$ cat src/rtl/rf_write_arbiter_pkg.sv
// -----------------------------------------------------------------------------
// rf_write_arbiter_pkg
// Shared definitions for the register-file write arbiter: FSM state encoding,
// register-file geometry and the requester ID encoding used for the
// round-robin history bit.
// -----------------------------------------------------------------------------
package rf_write_arbiter_pkg;

    // Two-state controller: normal arbitration or the zero-fill sweep.
    typedef enum logic {
        ARB   = 1'b0,
        CLEAR = 1'b1
    } state_t;

    localparam int NUM_REGS = 8;
    localparam int SEL_W    = 3;

    // Index of the final register visited by the clear sweep.
    localparam logic [SEL_W-1:0] LAST_IDX = SEL_W'(NUM_REGS - 1);

    // Requester identity, stored as the round-robin history.
    typedef logic req_id_t;
    localparam req_id_t REQ_A = 1'b0;
    localparam req_id_t REQ_B = 1'b1;

endpackage : rf_write_arbiter_pkg

$ cat src/rtl/rr_arbiter2.sv
// -----------------------------------------------------------------------------
// rr_arbiter2
// Purely combinational two-way round-robin grant.
//   valid_a, valid_b : requests pending
//   last_grant       : requester that won the most recent transfer
//   enable           : grants may be issued this cycle
//   grant_a, grant_b : one-hot (or zero) grant
// A lone requester always wins; on a tie the requester not named by
// last_grant wins.
// -----------------------------------------------------------------------------
module rr_arbiter2
    import rf_write_arbiter_pkg::*;
(
    input  logic    valid_a,
    input  logic    valid_b,
    input  req_id_t last_grant,
    input  logic    enable,
    output logic    grant_a,
    output logic    grant_b
);

    // The two tie-break terms are complementary, so the grants can never
    // both be high.
    assign grant_a = enable & valid_a & (~valid_b | (last_grant == REQ_B));
    assign grant_b = enable & valid_b & (~valid_a | (last_grant == REQ_A));

endmodule : rr_arbiter2

$ cat src/rtl/rf_write_arbiter.sv
// -----------------------------------------------------------------------------
// rf_write_arbiter
// Arbitrates two write requesters onto the single write port of an 8-entry
// register file and can sweep zeros into all 8 entries on request.
//
// Ports
//   i_clk                    : clock, all state updates on the rising edge
//   i_reset                  : synchronous, active-high reset
//   i_req_valid_a/_b         : requester has a write pending
//   i_req_dest_a/_b   [2:0]  : target register index
//   i_req_data_a/_b   [W-1:0]: write data
//   o_req_ready_a/_b         : combinational accept (transfer = valid & ready)
//   i_clear_start            : start zeroing R0..R7 (ignored while clearing)
//   o_clear_busy             : clear sweep in progress (8 cycles)
//   o_clear_done             : one-cycle pulse alongside the R7 clear write
//   o_rf_destination_select  : register file write address (registered)
//   o_rf_data                : register file write data (registered)
//   o_rf_write_enable        : register file write strobe (registered)
// -----------------------------------------------------------------------------
module rf_write_arbiter
    import rf_write_arbiter_pkg::*;
#(
    parameter int W = 4
) (
    input  logic             i_clk,
    input  logic             i_reset,

    input  logic             i_req_valid_a,
    input  logic [SEL_W-1:0] i_req_dest_a,
    input  logic [W-1:0]     i_req_data_a,
    output logic             o_req_ready_a,

    input  logic             i_req_valid_b,
    input  logic [SEL_W-1:0] i_req_dest_b,
    input  logic [W-1:0]     i_req_data_b,
    output logic             o_req_ready_b,

    input  logic             i_clear_start,
    output logic             o_clear_busy,
    output logic             o_clear_done,

    output logic [SEL_W-1:0] o_rf_destination_select,
    output logic [W-1:0]     o_rf_data,
    output logic             o_rf_write_enable
);

    state_t           r_state;
    state_t           w_state_next;
    logic [SEL_W-1:0] r_clear_cnt;
    req_id_t          r_last_grant;
    logic             r_clear_done;
    logic             r_rf_we;
    logic [SEL_W-1:0] r_rf_sel;
    logic [W-1:0]     r_rf_data;

    logic             w_arb_en;
    logic             w_clear_last;
    logic             w_grant_a;
    logic             w_grant_b;
    logic             w_xfer_a;
    logic             w_xfer_b;

    // -------------------------------------------------------------------------
    // FSM state register
    // -------------------------------------------------------------------------
    // NOTE: sequential state is assigned with <= so every flop samples the
    // pre-edge values; blocking = here would create order-dependent races.
    always_ff @(posedge i_clk) begin
        if (i_reset) begin
            r_state <= ARB;
        end else begin
            r_state <= w_state_next;
        end
    end

    // -------------------------------------------------------------------------
    // FSM next-state and control decode
    // -------------------------------------------------------------------------
    // NOTE: every signal written here gets a default first, so no path leaves
    // a value unassigned and no latch is inferred.
    always_comb begin
        w_state_next = r_state;
        w_arb_en     = 1'b0;
        w_clear_last = 1'b0;
        unique case (r_state)
            ARB: begin
                if (i_clear_start) begin
                    w_state_next = CLEAR;
                end else begin
                    w_arb_en = 1'b1;
                end
            end
            CLEAR: begin
                // i_clear_start is deliberately not looked at here.
                w_clear_last = (r_clear_cnt == LAST_IDX);
                if (w_clear_last) begin
                    w_state_next = ARB;
                end
            end
            default: begin
                w_state_next = ARB;
            end
        endcase
        // Reset holds the ready outputs low even though it only acts at the edge.
        if (i_reset) begin
            w_arb_en = 1'b0;
        end
    end

    // -------------------------------------------------------------------------
    // Grant logic
    // -------------------------------------------------------------------------
    rr_arbiter2 u_rr_arbiter2 (
        .valid_a    (i_req_valid_a),
        .valid_b    (i_req_valid_b),
        .last_grant (r_last_grant),
        .enable     (w_arb_en),
        .grant_a    (w_grant_a),
        .grant_b    (w_grant_b)
    );

    // Grants already include valid, so ready and transfer coincide.
    assign o_req_ready_a = w_grant_a;
    assign o_req_ready_b = w_grant_b;
    assign w_xfer_a      = i_req_valid_a & w_grant_a;
    assign w_xfer_b      = i_req_valid_b & w_grant_b;

    // -------------------------------------------------------------------------
    // Register-file write port, clear counter and round-robin history
    // -------------------------------------------------------------------------
    always_ff @(posedge i_clk) begin
        if (i_reset) begin
            r_clear_cnt  <= '0;
            r_last_grant <= REQ_B;   // A wins the first tie
            r_clear_done <= 1'b0;
            r_rf_we      <= 1'b0;
            r_rf_sel     <= '0;
            r_rf_data    <= '0;
        end else begin
            r_clear_done <= 1'b0;
            if (r_state == CLEAR) begin
                r_rf_we      <= 1'b1;
                r_rf_sel     <= r_clear_cnt;
                r_rf_data    <= '0;
                r_clear_cnt  <= r_clear_cnt + SEL_W'(1);
                r_clear_done <= w_clear_last;
            end else begin
                if (i_clear_start) begin
                    r_clear_cnt <= '0;
                end
                // Address and data hold when idle; only the strobe drops.
                r_rf_we <= w_xfer_a | w_xfer_b;
                if (w_xfer_a) begin
                    r_last_grant <= REQ_A;
                    r_rf_sel     <= i_req_dest_a;
                    r_rf_data    <= i_req_data_a;
                end else if (w_xfer_b) begin
                    r_last_grant <= REQ_B;
                    r_rf_sel     <= i_req_dest_b;
                    r_rf_data    <= i_req_data_b;
                end
            end
        end
    end

    assign o_clear_busy            = (r_state == CLEAR);
    assign o_clear_done            = r_clear_done;
    assign o_rf_write_enable       = r_rf_we;
    assign o_rf_destination_select = r_rf_sel;
    assign o_rf_data               = r_rf_data;

endmodule : rf_write_arbiter

$ cat config.mk
export PLATFORM = sky130hd
export DESIGN_NAME = rf_write_arbiter
export DESIGN_NICKNAME = d
export VERILOG_FILES = /design/src/rtl/rf_write_arbiter_pkg.sv /design/src/rtl/rr_arbiter2.sv /design/src/rtl/rf_write_arbiter.sv
export SDC_FILE = /design/constraint.sdc
export NUM_CORES = 1
export LEC_CHECK = 0
export CAP_MARGIN = 15
export CORE_MARGIN = 5
export CORE_UTILIZATION = 45
export CTS_BUF_LIST = sky130_fd_sc_hd__clkbuf_8
export DETAILED_ROUTE_END_ITERATION = 16
export PLACE_DENSITY_LB_ADDON = 0.1
export RECOVER_POWER = 50
export SLEW_MARGIN = 20
export SYNTH_ARGS = -nofsm -noshare
export SYNTH_HDL_FRONTEND = slang
export SYNTH_SLANG_ARGS = --single-unit
export TNS_END_PERCENT = 10
$ cat constraint.sdc
create_clock -name i_clk -period 3.45 [get_ports i_clk]
set_clock_uncertainty 0.1 [all_clocks]
set_input_delay 0.345 -clock i_clk [delete_from_list [all_inputs] [get_ports i_clk]]
set_output_delay 0.345 -clock i_clk [all_outputs]
set_load 0.03 [all_outputs]
Word-level counts from Yosys, hierarchy flattened
Index checks and enable logic that the tools add are counted.

$add $sub $neg: 1. Equal/unequal tests: 1. Mux-type cells: 16. Bitwise operators: 13. Reduce and logical (&&, ||, !) cells: 6.

Operators by type and width (number): two-way mux 3 bit (5); two-way mux 1 bit (8); two-way mux 4 bit (2); AND 1 bit (6); inverter 1 bit (4); nonzero test 2 bit (2); OR reduction 2 bit (2); adder 3 x 1 -> 3 bit (second input constant) (1); == test 3 bit (second input constant) (1); OR 1 bit (3); nonzero test 3 bit (1); one-hot mux 1 bit (2 select lines) (1); AND reduction 2 bit (1).

Bits in registers: 14. Input port bits: 19. Output and inout port bits: 12.

Logic depth before layout (Yosys ltp)
Gate-level depths: netlist (run 1).

Depth in word-level cells: 9. Mapped depth: 6. Gate-level depth less buffers: 5.

Modules after synthesis
Synthesis (run 1) repeated with hierarchy kept, for this count alone.

Cells, all modules: 78. Area, all modules: 701.9 sq um.

Modules (own cells, without submodules): rf_write_arbiter (instances 1, cells an instance 73, area an instance 680.7 sq um, seq. area each 280.3 sq um); rr_arbiter2 (instances 1, cells an instance 5, area an instance 21.3 sq um, seq. area each 0.0 sq um).

Worst setup path after synthesis (run 1)
Ideal clock, no wire load.

Kind: register to register. Start: register r_state (netlist: o_clear_busy). End: register r_rf_data[0] (netlist: o_rf_data[0]). Data arrival time: 1579 ps. Path slack: 1659 ps. Stages on the path, launching flop included: 6. Buffers on the path: 1. Clock period less this slack: 1791 ps. Cells stage by stage: dfxtp_1 buf_6 nor4b_2 o21ai_4 mux2i_1 a2111oi_1.

Cells in the longest elaborated chain, start to end: 6. Elaborated cells between the ends (all ways): 11. Classes of those cells: mux (3); bitwise (6); reduce/logical (2).

RTL lines: from (decl) (line rf_write_arbiter.sv:47) `state_t r_state;`; from (signal assigned) (line rf_write_arbiter.sv:72) `r_state <= w_state_next;`; two-way mux 1 bit (line rf_write_arbiter.sv:85) `unique case (r_state)`; two-way mux 1 bit (line rf_write_arbiter.sv:105) `if (i_reset) begin`; AND 1 bit, on equally long branches (2 in series) (line rr_arbiter2.sv:24, rr_arbiter2.sv:25); AND 1 bit, on equally long branches (line rf_write_arbiter.sv:125, rf_write_arbiter.sv:126); two-way mux 4 bit / nonzero test 2 bit (equally long branches); to (signal assigned) (line rf_write_arbiter.sv:156) `r_rf_data <= i_req_data_a;`; to (signal assigned) (line rf_write_arbiter.sv:160) `r_rf_data <= i_req_data_b;`; to (decl) (line rf_write_arbiter.sv:54) `logic [W-1:0] r_rf_data;`.

Parallel ways exist; a longest one is shown, timed or not. A chain may end at the register's enable or synchronous reset.

Worst setup path after layout (run 1)
Start: input port i_reset. End: output port o_req_ready_b.

Cells in the longest elaborated chain, start to end: 3.

RTL lines: from (decl) (line rf_write_arbiter.sv:26) `input logic i_reset,`; two-way mux 1 bit (line rf_write_arbiter.sv:105); AND 1 bit (2 in series) (line rr_arbiter2.sv:25) `assign grant_b = enable & valid_b & (~valid_a | (last_grant == REQ_A));`; to (decl) (line rf_write_arbiter.sv:36) `output logic o_req_ready_b,`.

No other way between the ends.

==> out/qor.txt, run 1 <==
outcome = complete, no violations
Antenna diodes = 0
TritonRoute pass-1 iters = 4
list of most frequent post-synthesis cells = 14 x sky130_fd_sc_hd__dfxtp_1, 11 x sky130_fd_sc_hd__nor2_1, 8 x sky130_fd_sc_hd__mux2i_1
hold-critical path endpoint = o_rf_data[0]
biggest area contributors in the synthesized netlist = sky130_fd_sc_hd__dfxtp_1 41%, sky130_fd_sc_hd__mux2i_1 12%, sky130_fd_sc_hd__nor2_1 6.1%
setup repair after global routing missed its margin = false
peak supply drop = 0.000318 V
proportion of synthesized flip-flops having asynchronous set or reset = 0
cell area after synthesis = 677 µm²
Leak = 0.000433 µW
Routability Congestion = 0.722
height of the die = 48.8 µm
most numerous cell in the Yosys netlist = sky130_fd_sc_hd__dfxtp_1
# rows = 14
# IOs = 31
maximum level of the CTS H-tree = 1
total global routing overflow = 0
Nets = 122
vias after detailed routing = 604
Synthesis Warnings = 0
Placeable Area = 1470 µm²
vias in the first global route = 580
cell depth of the worst min-delay path = 2
initial core utilization = 0.460
initial antenna violation count = 0
synthesized-area fraction occupied by ao, oa, aoi and oai cells = 0.183
CTS Buffer Depth = 2
post-synth net total = 90
min cycle time layout = 2.85 ns
post-route worst hold slack = 0.408 ns
register-to-register path setup slack = 1.46 ns
R2R depth = 4
power density over the cells = 384 nW/µm²
endpoint of the worst register-to-register path = o_rf_destination_select[0]
area share of the leading cell type in the synthesized netlist = 0.414
Final Hold Violating Endpoints = 0
type of the worst setup path = in -> out
combinational family with the most area after synthesis = simple AND/OR/NAND/NOR gates
Port Buffers = 30
largest net degree at the start of global routing = 20
wire length of the first global-routing pass = 2.55 mm
post-CTS setup repair buffer count = 0
maxcap violations = 0
total clock sinks = 14
fraction of layout instances using a drive strength above 1 = 0.0707
Reg clk slew, reported paths = 0.06 ns
portion of the clock cycle consumed by the worst path in the final layout = 0.826
overall die area = 2380 µm²
data required time at the worst endpoint = 3.00 ns
most frequently used flop master after synthesis = sky130_fd_sc_hd__dfxtp_1
Initial DRC Count = 10
CTS Root Buffer Type = sky130_fd_sc_hd__clkbuf_8
Synth-to-Final Area Change = 48.8%
pin slew with the least headroom to its limit = 0.680 ns
clock network latency to the later pin of the worst-skew pair = 0.24 ns
post-route non-filler standard cell count = 115
mux contribution to synthesized area = 0.118
DR DRC count = 0
Die Width = 48.8 µm
number of buffers added to fix hold violations after cts = 0
remaining number of nets flagged by the antenna check after routing = 0
Cell variety after synth = 23
Post-Route Setup TNS = 0 ns
routed wirelength normalized by instance count = 13.7 µm
Placed Cells incl. Taps = 112
class of the most critical hold timing path = reg -> reg
Critical R2R Launch = o_clear_busy
number of failing setup endpoints in the final timing report = 0
simple-gate share of the synthesized area = 0.187
overall global routing resource usage = 0.135
xor-xnor portion of the synthesized cell area = 0
mean instance size in the synthesized netlist = 9.81 µm²
capturing element type of the critical path = output port
post-synthesis cell count = 69
EDFF count, synth = 0
Yosys reg bits = 14
max_slew headroom = 0.546
data arrival time at the worst-slack endpoint = 2.41 ns
adder-cell share of the synthesized area = 0.0370
nature of the critical path startpoint = input pin
post-detailed-routing wire length = 1.57 mm
sequential-to-total area share from yosys stat = 0.414
post-CTS sizing = 0
Inserted Clock Buffers = 3
clock tree from TritonCTS = built
maximum fanout count along the critical path = 15
hold path startpoint = o_rf_data[0]
dpl hpwl = 1.21 mm
max-slew violation count = 0
post-detailed-route via-to-cell ratio = 5.25
highest clock rate = 351 MHz
Yosys top cell by area = sky130_fd_sc_hd__dfxtp_1
[worst max-delay path, stage by stage]
cell	delay, ns
sky130_fd_sc_hd__clkdlybuf4s50_1	0.44
sky130_fd_sc_hd__clkbuf_1	0.32
sky130_fd_sc_hd__nor3_1	0.43
sky130_fd_sc_hd__and3_1	0.21
sky130_fd_sc_hd__clkdlybuf4s50_1	0.66
[how the worst max path moves through the flow]
stage,from,endpoint,slack (ns),cells after the start
after floorplan,o_clear_busy,o_rf_data[0],1.66,5
after global placement,i_clear_start,o_req_ready_a,0.87,5
after detailed placement,i_clear_start,o_req_ready_a,0.81,5
after CTS,i_clear_start,o_req_ready_a,0.81,5
after global routing,i_reset,o_req_ready_b,0.49,5
final,i_reset,o_req_ready_b,0.60,5
[final cells by class]
type                            instances  area (µm²)
Sequential cell                        14         280
Fill cell                             131         464
Tap cell                               16        20.0
Timing Repair Buffer                   31         304
Multi-Input combinational cell         48         350
Inverter                                3        11.3
Clock buffer                            3        41.3
[through the flow]
stage	utilization	worst slack [ns]	area [µm²]	total power (µW)
6_report	0.685	0.599	1010	387
5_1_grt	0.685	0.494	1010	401
4_1_cts	0.690	0.811	1020	390
3_5_place_dp	0.662	0.814	975	262
3_3_place_gp	0.662	0.865	975	260
2_1_floorplan	-	1.66	677	222
[flip-flops by register name, summed over array words and instances (netlist names)]
register,flops
o_rf_destination_select,3
o_clear_done,1
r_last_grant,1
o_rf_write_enable,1
o_rf_data,4
r_clear_cnt,3
o_clear_busy,1
[report_power, final]
group	switching [µW]	total, µW	internal (µW)
Clock	54.1	131	77.1
Sequential	8.82	179	170
Combinational	36.5	77.1	40.5
[layer usage]
metal / GRT usage / share of wire
met1: 0.162 / 0.45
met2: 0.220 / 0.48
met3: 0.0520 / 0.055
met4: 0.0404 / 0.011
met5: 0 / 0
[cells by family after synthesis]
kind of cell / after synthesis
AOI/OAI and AO/OA: 15
adders and majority gates: 2
buffers and inverters: 7
DFF: 14
muxes: 8
and+or+nand+nor: 23
[layout by cell type (no fill, tap or decap), drive strengths merged, types with 2 or more instances in the layout]
| master | count |
|---|---|
| nor3 | 2 |
| inv | 3 |
| nor3b | 3 |
| dlygate4sd3 | 6 |
| o22ai | 2 |
| ha | 2 |
| clkdlybuf4s50 | 24 |
| a22oi | 2 |
| dfxtp | 14 |
| mux2i | 8 |
| clkbuf | 4 |
| nand2 | 2 |
| a21oi | 5 |
| a2111oi | 5 |
| nor2 | 11 |
(Power assumes the default switching activity.)
==> run 2: changes to the inputs <==
--- a/config.mk
+++ b/config.mk
@@ -7,7 +7,7 @@
 export LEC_CHECK = 0
 export CAP_MARGIN = 15
 export CORE_MARGIN = 5
-export CORE_UTILIZATION = 45
+export CORE_UTILIZATION = 42
 export CTS_BUF_LIST = sky130_fd_sc_hd__clkbuf_8
 export DETAILED_ROUTE_END_ITERATION = 16
 export PLACE_DENSITY_LB_ADDON = 0.1
==> constraint.sdc (replaced) <==
create_clock -name i_clk -period 3 [get_ports i_clk]
set_clock_uncertainty 0.1 [all_clocks]
set_input_delay 0.3 -clock i_clk [delete_from_list [all_inputs] [get_ports i_clk]]
set_output_delay 0.3 -clock i_clk [all_outputs]
set_load 0.03 [all_outputs]
==> run 2 against run 1 <==
Sequential share of layout area down 0.21 points. Largest power group unchanged. Largest cell class unchanged. Critical endpoint is now o_req_ready_a. Design area rose by 0.74%. Die area increased by 5.7%. Routed wire length is 1.1% lower. Global-route usage decreased by 0.77 points.
==> out/qor.txt, run 2 (synthesized netlist as in run 1, its figures left out) <==
hold path startpoint = o_rf_data[1]
footprint of the multi-input gates = 350 µm²
overall die area = 2510 µm²
height of the die = 50.1 µm
outcome = complete, no violations
initial antenna violation count = 0
type of the worst setup path = in -> out
Critical R2R Launch = o_clear_busy
logic gate share of total power = 0.212
dpl hpwl = 1.26 mm
power density over the cells = 435 nW/µm²
maxcap violations = 0
Final Instance Area = 1010 µm²
Post-Route Setup TNS = 0 ns
Critical Path Start = i_reset
largest net degree at the start of global routing = 19
overall global routing resource usage = 0.127
class of the most critical hold timing path = reg -> reg
post-detailed-routing wire length = 1.55 mm
pin slew with the least headroom to its limit = 0.500 ns
switching power = 110 µW
vias in the first global route = 548
relative contribution of sequential cells to total power = 0.455
Antenna diodes = 0
# rows = 14
nature of the critical path startpoint = input pin
Synth-to-Final Area Change = 49.9%
post-detailed-route via-to-cell ratio = 5.03
global-route track usage on met2 = 0.203
wire length of the first global-routing pass = 2.53 mm
Port Buffers = 30
most common cell after layout, fill and taps aside = sky130_fd_sc_hd__clkdlybuf4s50_1
Nets = 123
number of failing setup endpoints in the final timing report = 0
most frequent cells in the layout = 23 x sky130_fd_sc_hd__clkdlybuf4s50_1, 14 x sky130_fd_sc_hd__dfxtp_1, 11 x sky130_fd_sc_hd__nor2_1, 8 x sky130_fd_sc_hd__mux2i_1, 7 x sky130_fd_sc_hd__dlygate4sd3_1
instance area at placement = 982 µm²
met3 Track Usage GR = 0.0355
# IOs = 31
internal power = 331 µW
TritonRoute pass-1 iters = 4
Placeable Area = 1520 µm²
fraction of layout instances using a drive strength above 1 = 0.0800
vias after detailed routing = 583
flip-flop count of the largest register after layout = 4
Reg clk slew, reported paths = 0.05 ns
post-CTS sizing = 0
met1 layer usage reported by global route = 0.164
peak supply drop = 0.000416 V
clock network latency to the later pin of the worst-skew pair = 0.24 ns
Die Width = 50.1 µm
remaining number of nets flagged by the antenna check after routing = 0
number of buffers added to fix hold violations after cts = 0
switching part of the total power = 0.250
Leak = 0.000438 µW
Routability Congestion = 0.724
busiest metal layer after global routing = met2
data arrival time at the worst-slack endpoint = 2.25 ns
total global routing overflow = 0
max-slew violation count = 0
portion of the clock cycle consumed by the worst path in the final layout = 0.883
DR DRC count = 0
clock tree from TritonCTS = built
total clock sinks = 14
Initial DRC Count = 4
initial core utilization = 0.444
min cycle time layout = 2.65 ns
Sequential cell area = 280 µm²
capturing element type of the critical path = output port
max_slew headroom = 0.667
routed wirelength normalized by instance count = 13.4 µm
post-CTS setup repair buffer count = 0
CTS Buffer Depth = 2
highest clock rate = 377 MHz
CTS Root Buffer Type = sky130_fd_sc_hd__clkbuf_8
setup repair after global routing missed its margin = false
Inserted Clock Buffers = 3
portion of total power attributed to the clock network = 0.333
fillers = 127
Final Hold Violating Endpoints = 0
maximum level of the CTS H-tree = 1
data required time at the worst endpoint = 2.60 ns
maximum fanout count along the critical path = 8
==> run 2: through the flow <==
step                power (µW)  cells  setup WS [ns]  hold WS [ns]   util
floorplan                  256     69           1.21         0.282      -
global placement           300    113          0.448         0.393  0.644
detailed placement         302    113          0.431         0.397  0.644
CTS                        451    116          0.423         0.405  0.672
global route               467    116          0.296         0.420  0.666
finish                     442    116          0.350         0.401  0.666
==> run 2: worst paths after layout <==
kind	cells past startpoint	slack, ns	end
min	2	0.40	o_rf_data[1]
max reg2reg	5	1.01	o_rf_data[0]
max	5	0.35	o_req_ready_a
min reg2reg	2	0.40	o_rf_data[1]
==> run 2: per-layer routing <==
metal | wire [µm] | up-vias
met2 | 813 | 9
met3 | 62 | 0
met1 | 677 | 264
met4 | 0 | 0
met5 | 0 | -
li1 | - | 310
==> run 2: worst max-delay path, stage by stage <==
cell	delay, ns
sky130_fd_sc_hd__dlygate4sd3_1	0.63
sky130_fd_sc_hd__nor4b_2	0.37
sky130_fd_sc_hd__o21ai_4	0.19
sky130_fd_sc_hd__inv_2	0.09
sky130_fd_sc_hd__clkdlybuf4s50_1	0.67
==> run 2: area by class of cell <==
class / count / area share
Multi-Input combinational cell: 48 / 0.345
Timing Repair Buffer: 32 / 0.307
Sequential cell: 14 / 0.276
Clock buffer: 3 / 0.0407
Tap cell: 16 / 0.0197
Inverter: 3 / 0.0111
==> run 2: power groups by stage <==
stage                     Sequential [µW]  Clock (µW)  Combinational [µW]
after floorplan                       218           0                38.1
after CTS                             201         153                97.3
after global routing                  202         164                 100
final                                 201         147                93.7
after global placement                205           0                95.8
after detailed placement              205           0                96.8
